File: src/rtl/instr_encoder.sv
// instr_encoder: packs op/register/immediate requests into MIPS words and streams them into imem.
module instr_encoder #(
    parameter int ADDR_W    = 8,
    parameter int BASE_ADDR = 0,
    parameter int DEPTH     = 256
) (
    input  logic              clk,
    input  logic              rst,
    input  logic              start,
    input  logic              in_valid,
    output logic              in_ready,
    input  logic [3:0]        in_op,
    input  logic [4:0]        in_rs,
    input  logic [4:0]        in_rt,
    input  logic [4:0]        in_rd,
    input  logic [15:0]       in_imm,
    input  logic [25:0]       in_target,
    input  logic              in_last,
    output logic              imem_we,
    output logic [ADDR_W-1:0] imem_addr,
    output logic [31:0]       imem_wdata,
    output logic              busy,
    output logic              done,
    output logic              err,
    output logic [ADDR_W:0]   word_count
);
    typedef enum logic [1:0] {IDLE, RUN, DONE} state_t;
    localparam logic [ADDR_W-1:0] BASE    = ADDR_W'(BASE_ADDR);
    localparam logic [ADDR_W:0]   DEPTH_W = (ADDR_W + 1)'(DEPTH);
    state_t            state_q;
    logic              imem_we_q, err_q;
    logic [ADDR_W-1:0] imem_addr_q;
    logic [31:0]       imem_wdata_q, word_d;
    logic [ADDR_W:0]   word_count_q, word_count_d;
    logic [5:0]        opc, funct;
    logic              accept, legal;
    assign in_ready     = (state_q == RUN) && (word_count_q < DEPTH_W);
    assign accept       = in_valid & in_ready;
    assign legal        = in_op <= 4'd9;
    assign word_count_d = word_count_q + 1'b1;
    always_comb begin
        opc   = 6'b000000;
        funct = 6'b100000;
        case (in_op)
            4'd1:    funct = 6'b100010;
            4'd2:    funct = 6'b100100;
            4'd3:    funct = 6'b100101;
            4'd4:    opc   = 6'b001000;
            4'd5:    opc   = 6'b001101;
            4'd6:    opc   = 6'b000100;
            4'd7:    opc   = 6'b000010;
            4'd8:    opc   = 6'b100011;
            4'd9:    opc   = 6'b101011;
            default: ;
        endcase
        word_d = (in_op <= 4'd3) ? {6'b000000, in_rs, in_rt, in_rd, 5'b00000, funct} :
                 (in_op == 4'd7) ? {opc, in_target} : {opc, in_rs, in_rt, in_imm};
    end
    // illegal ops still count as accepts, so in_last on one of them still ends the session
    always_ff @(posedge clk) begin
        if (rst) begin
            state_q      <= IDLE;
            imem_we_q    <= 1'b0;
            imem_addr_q  <= BASE;
            imem_wdata_q <= '0;
            err_q        <= 1'b0;
            word_count_q <= '0;
        end else begin
            imem_we_q <= 1'b0;
            if (accept) begin
                if (legal) begin
                    imem_we_q    <= 1'b1;
                    imem_addr_q  <= BASE + word_count_q[ADDR_W-1:0];
                    imem_wdata_q <= word_d;
                    word_count_q <= word_count_d;
                end else begin
                    err_q <= 1'b1;
                end
                if (in_last || (legal && word_count_d == DEPTH_W)) state_q <= DONE;
            end else if (start && state_q != RUN) begin
                state_q      <= RUN;
                imem_addr_q  <= BASE;
                err_q        <= 1'b0;
                word_count_q <= '0;
            end
        end
    end
    assign imem_we    = imem_we_q;
    assign imem_addr  = imem_addr_q;
    assign imem_wdata = imem_wdata_q;
    assign err        = err_q;
    assign word_count = word_count_q;
    assign done       = state_q == DONE;
    assign busy       = (state_q == RUN) | imem_we_q;
endmodule
File: config.mk
export PLATFORM = sky130hd
export DESIGN_NAME = instr_encoder
export DESIGN_NICKNAME = d
export VERILOG_FILES = /design/src/rtl/instr_encoder.sv
export SDC_FILE = /design/constraint.sdc
export NUM_CORES = 1
export LEC_CHECK = 0
export ABC_CLOCK_PERIOD_IN_PS = 3600
export CELL_PAD_IN_SITES_DETAIL_PLACEMENT = 0
export CELL_PAD_IN_SITES_GLOBAL_PLACEMENT = 1
export CORE_ASPECT_RATIO = 0.6
export CORE_UTILIZATION = 32
export CTS_CLUSTER_DIAMETER = 120
export DETAILED_ROUTE_END_ITERATION = 16
export PLACE_DENSITY_LB_ADDON = 0.1
export RECOVER_POWER = 25
export SKIP_CTS_REPAIR_TIMING = 1
export SLEW_MARGIN = 15
export SYNTH_ARGS = -nofsm -noshare
export SYNTH_HDL_FRONTEND = slang
export SYNTH_SLANG_ARGS = --single-unit
File: constraint.sdc
create_clock -name clk -period 3.6 [get_ports clk]
set_clock_uncertainty 0.05 [all_clocks]
set_input_delay 0.72 -clock clk [delete_from_list [all_inputs] [get_ports clk]]
set_output_delay 0.72 -clock clk [all_outputs]
set_load 0.01 [all_outputs]
==> impl_metrics.json, run 1 <==
{
  "layout-drive-gt1-share_pct": 5.627,
  "syn_avg_cell_area_um2": 8.866,
  "areaGrowthSynthToFinish_pct": 49.83,
  "path_buf_inv": 1,
  "synth_edf_count": 0,
  "yosysSeqAreaShare_pct": 40.49,
  "synth-adder-area-share_pct": 0.4866,
  "ys_ff_latch": 52,
  "drtIter0Drc": 112,
  "io_buffers": 118,
  "synth.net_count": 357,
  "pin_count": 120,
  "multiInputGateArea_um2": 1358,
  "firstDrtPassIters": 4,
  "final_common_cell": "clkdlybuf4s50_1",
  "crit_type": "in2reg",
  "use_met3_pct": 4.777,
  "endpoint_kind": "flip-flop",
  "syn_inst": 290,
  "synth_top_family_by_area": "compound AO/OA/AOI/OAI gates",
  "ys.flop_type": "dfxtp_1",
  "worst_pin_slew_ps": 764.6,
  "drv_cap": 0,
  "vias_per_cell": 4.966,
  "crit_path_max_fanout": 25,
  "slew_viol_final": 0,
  "nFillCells": 742,
  "drt_wl_total_um": 7552,
  "layout_common_cells": "clkdlybuf4s50_1 (92), dfxtp_1 (52), nor2_1 (41)",
  "ys_async_sr_fraction_pct": 0,
  "rsz0062_at_grt": "false",
  "synthXorXnorAreaFrac_pct": 0.3406,
  "hold_viol": 0,
  "cts-htree-levels": 2,
  "antenna_found_initial": 0,
  "vdd_drop_max_uv": 146.1,
  "critPathMaxStageDelay_ps": 830,
  "relSlewSlack_pct": 49.02,
  "cp_data_required_time_ps": 3700,
  "grt.met1_usage_pct": 26.24,
  "cts_tree": "done",
  "hold_path.class": "reg2reg",
  "dp_hpwl_um": 5377,
  "regArea_um2": 1041,
  "cts-root-buf": "clkbuf_16",
  "grt_overflow_total": 0,
  "num_rows": 24,
  "clock_latency_ps": 290,
  "antenna_cells": 0,
  "wl_per_cell_um": 15.26,
  "min_period_ps": 2693,
  "status": "finished, final reports clean",
  "die_w_um": 117.7,
  "initial_core_util_pct": 34.25,
  "met2_usage_pct": 26.34,
  "yosys_warnings": 0,
  "post-route-period-util_pct": 74.80,
  "p_total_mw": 1.271,
  "fmaxAchievable_mhz": 371.4,
  "clk_pin_slew_worst_paths_ps": 60,
  "grt_pass1_vias": 2278,
  "grtUsageTotal_pct": 18.11,
  "nets": 460,
  "synth_compound_area_share_pct": 21.75,
  "cp_cell_sequence": "dlygate4sd3_1, nand4b_4, mux2_1, nand3_1, a21oi_1",
  "gp_congestion": 0.7470,
  "num_vias": 2458,
  "fin_tns_setup_ps": 0,
  "die_h_um": 71.44,
  "critPathSlowestCell": "dlygate4sd3_1",
  "syn_area_um2": 2571,
  "synth_mux_area_share_pct": 9.294,
  "synthSimpleGateAreaFrac_pct": 20.97,
  "yosysTopAreaCell": "dfxtp_1",
  "route.detailed.drc": 0,
  "critPathLaunchType": "input pin",
  "clock_sinks": 52,
  "setup_viol": 0,
  "synth_area_leaders": "dfxtp_1 (40%), mux2i_1 (6.2%), nor2_1 (6.0%)",
  "ys_types": 51,
  "grt_max_degree": 53,
  "numCtsBuffers": 5,
  "power-per-cell-area_nw_per_um2": 329.8,
  "grt_pass1_wl_um": 12110,
  "crit_arrival_ps": 2790,
  "synth_top_area_share_pct": 40.49,
  "p_leak_nw": 1.482,
  "crit_family": "buffers and inverters",
  "top_usage_layer": "met2",
  "clockBufferDepth": 2,
  "antenna_left": 0,
  "core_area_um2": 7507,
  "die_area_um2": 8409
}
==> worst min-delay path, stage by stage, from the launching register on <==
cell and delay (ps):
dfxtp_1 310, nand2_1 50, a21oi_1 50
==> cell usage after synthesis, types with 2 or more instances <==
library cell   n
clkbuf_1       4
buf_2          8
nor3_1         6
a211o_1        5
a22oi_1       11
o21ai_1        3
inv_1          4
nor2b_1        5
buf_6          6
mux2i_1       16
o21bai_1       2
nand3_1        9
a31oi_1        5
dfxtp_1       52
nor2_1        41
or3_1          3
nand2b_1       3
a32o_1         2
buf_4          3
a21oi_1       24
a211oi_1      12
mux2_1         6
a211oi_2       4
o21ai_0        4
buf_1          2
nand4_1        2
nand2_1       24
==> worst paths after layout <==
kind / start / slack [ps] / cells past startpoint / end
setup / recovery: in_op[1] / 910 / 5 / imem_wdata[6]
hold / removal: imem_wdata[3] / 400 / 2 / imem_wdata[3]
setup reg to reg: word_count[8] / 1500 / 4 / word_count[3]
hold reg to reg: imem_wdata[3] / 400 / 2 / imem_wdata[3]
==> through the flow <==
stage / utilization (%) / cells / instance area [um^2] / setup WS, ps / hold WS [ps]
floorplan: - / 290 / 2571 / 1720 / 426.1
global placement: 49.72 / 490 / 3732 / 733.5 / 389.3
detailed placement: 49.72 / 490 / 3732 / 641.6 / 392.7
CTS: 51.38 / 495 / 3857 / 952.4 / 401.8
global route: 51.32 / 495 / 3852 / 761.6 / 413.6
finish: 51.32 / 495 / 3852 / 907.2 / 398.9
==> flip-flops by register name, summed over array words and instances (netlist names) <==
| register | flops |
|---|---|
| state_q | 2 |
| word_count | 9 |
| err | 1 |
| imem_we | 1 |
| imem_addr | 8 |
| imem_wdata | 31 |
==> power breakdown <==
group	switching, mW	total (mW)	internal (mW)
clock network	0.196	0.443	0.246
logic	0.102	0.226	0.124
registers	0.00996	0.602	0.592
==> area by class of cell <==
type,instances,share of cell area (%)
multi-input cells,211,35.24
repair buffers,119,30.72
flip-flops and latches,52,27.02
well taps,104,3.378
clock buffers,5,3.248
inverters,4,0.3897
==> logic make-up after synthesis <==
family | count (synthesis)
and+or+nand+nor | 105
muxes | 23
other | 1
DFF | 52
adders and majority gates | 1
xor gates and xnor gates | 1
buffers and inverters | 27
AOI/OAI and AO/OA | 80
==> per-layer routing <==
layer	wire length (um)	vias to the layer above
met5	0	-
met4	102	0
met3	433	9
met2	3001	83
met1	4016	1116
li1	-	1250
Note: power is estimated with default switching activity, not from simulation.
==> run 2, diff against run 1 <==
ABC_CLOCK_PERIOD_IN_PS = 2750   (was 3600)
CORE_UTILIZATION = 29   (was 32)
clock period = 2.75 ns   (was 3.6 ns; I/O delays follow)
==> run 2 against run 1 <==
Net effect:
- design area grew 3.4%
- highest routed layer unchanged
- total power is 36% higher
- cell count is 4.6% higher
- via count up 1.5%
- critical endpoint is now imem_wdata[20]
- flip-flop and latch count unchanged
- sequential share of layout area is 0.90 points lower
- clock power rose by 41%
- critical path type unchanged
==> impl_metrics.json, run 2 (synthesized netlist as in run 1, its figures left out) <==
{
  "status": "finished, final reports clean",
  "num_rows": 26,
  "drv_cap": 0,
  "p_leak_nw": 1.543,
  "num_vias": 2494,
  "regArea_um2": 1041,
  "setup_viol": 0,
  "hold_path.class": "reg2reg",
  "min_period_ps": 2244,
  "numCtsBuffers": 5,
  "cts-root-buf": "clkbuf_16",
  "clock_sinks": 52,
  "clock_latency_ps": 290,
  "cp_cell_sequence": "dlygate4sd3_1, nand4b_4, buf_4, mux2i_1, a211oi_1",
  "layout-drive-gt1-share_pct": 8.867,
  "switching_share_pct": 25.21,
  "worst_pin_slew_ps": 613.7,
  "die_w_um": 123.6,
  "clockPowerShare_pct": 36.3,
  "worstReg2RegStart": "word_count[8]",
  "p_int_mw": 1.289,
  "hold_start": "imem_wdata[3]",
  "hold_viol": 0,
  "route.detailed.drc": 0,
  "pwr-share-comb_pct": 18.0,
  "p_seq_share_pct": 45.7,
  "antenna_found_initial": 0,
  "grt_pass1_vias": 2253,
  "die_h_um": 74.94,
  "initial_core_util_pct": 30.05,
  "drt_wl_total_um": 7630,
  "rsz0062_at_grt": "false",
  "io_buffers": 118,
  "antenna_cells": 0,
  "gp_congestion": 0.7340,
  "crit_type": "in2reg",
  "nFillCells": 822,
  "power-per-cell-area_nw_per_um2": 432.6,
  "holdWs_ps": 396.3,
  "cts-htree-levels": 2,
  "pin_count": 120,
  "firstDrtPassIters": 4,
  "grtUsageTotal_pct": 16.62,
  "nets": 472,
  "wl_per_cell_um": 14.73,
  "crit_start": "in_op[1]",
  "crit_family": "buffers and inverters",
  "largest_register_ffs": 31,
  "vdd_drop_max_uv": 182.2,
  "cp_data_required_time_ps": 2910,
  "dp_hpwl_um": 5574,
  "path_buf_inv": 2,
  "cts_tree": "done",
  "critPathMaxStageDelay_ps": 700,
  "relSlewSlack_pct": 59.09,
  "fmaxAchievable_mhz": 445.6,
  "multiInputGateArea_um2": 1358,
  "layout_common_cells": "clkdlybuf4s50_1 (93), dfxtp_1 (52), nor2_1 (41)",
  "die_area_um2": 9259,
  "core_area_um2": 8556,
  "clk_pin_slew_worst_paths_ps": 70,
  "vias_per_cell": 4.815,
  "clockBufferDepth": 2,
  "p_total_mw": 1.724,
  "grt_pass1_wl_um": 11690,
  "critPathSlowestCell": "dlygate4sd3_1",
  "fin_tns_setup_ps": 0,
  "regToRegSetupSlack_ps": 790,
  "endpoint_kind": "flip-flop",
  "post-route-period-util_pct": 81.61,
  "grt_overflow_total": 0,
  "crit_path_max_fanout": 22,
  "slew_viol_final": 0,
  "p_switching_mw": 0.4346,
  "crit_arrival_ps": 2410,
  "drtIter0Drc": 95,
  "grt_max_degree": 32,
  "critPathLaunchType": "input pin",
  "final_common_cell": "clkdlybuf4s50_1",
  "areaGrowthSynthToFinish_pct": 54.99,
  "antenna_left": 0
}
-- run 2: worst register-to-register path, stage by stage, from the launching register on --
cell and delay (ps):
dfxtp_1 380, nand4bb_1 480, nor2_8 450, buf_12 240, nor2_1 60, a211oi_1 220
-- run 2: per-stage QoR --
stage / utilization, % / worst slack [ps] / std cells / area, um^2
after detailed placement: 44.94 / 221.7 / 510 / 3845
after global routing: 46.58 / 370.3 / 518 / 3985
after CTS: 46.64 / 531.7 / 518 / 3990
after global placement: 44.94 / 302.1 / 510 / 3845
after floorplan: - / 1040 / 290 / 2571
final: 46.58 / 505.8 / 518 / 3985
-- run 2: routing by layer --
layer	track usage [%]	wire [um]	vias to the layer above
li1	-	-	1278
met1	23.54	3858	1133
met2	24.52	3117	75
met3	4.773	565	8
met4	4.819	89	0
met5	0	0	-
-- run 2: worst paths after layout --
check | depth (start not counted) | end
worst max-delay path | 5 | imem_wdata[20]
worst min register to register | 2 | imem_wdata[3]
worst min-delay path | 2 | imem_wdata[3]
worst max register to register | 5 | imem_wdata[23]
-- run 2: power groups by stage --
stage          logic [mW]  clock network, mW  registers, mW
5_1_grt             0.338              0.677          0.790
3_5_place_dp        0.317                  0          0.805
6_report            0.310              0.626          0.787
2_1_floorplan       0.133                  0          0.814
4_1_cts             0.319              0.657          0.788
3_3_place_gp        0.317                  0          0.805
-- run 2: final cells by class --
| class | count | area share [%] |
|---|---|---|
| multi-input cells | 211 | 34.07 |
| repair buffers | 131 | 32.28 |
| flip-flops and latches | 52 | 26.12 |
| well taps | 112 | 3.516 |
| clock buffers | 6 | 3.234 |
| clock inverters | 2 | 0.4082 |
| inverters | 4 | 0.3768 |
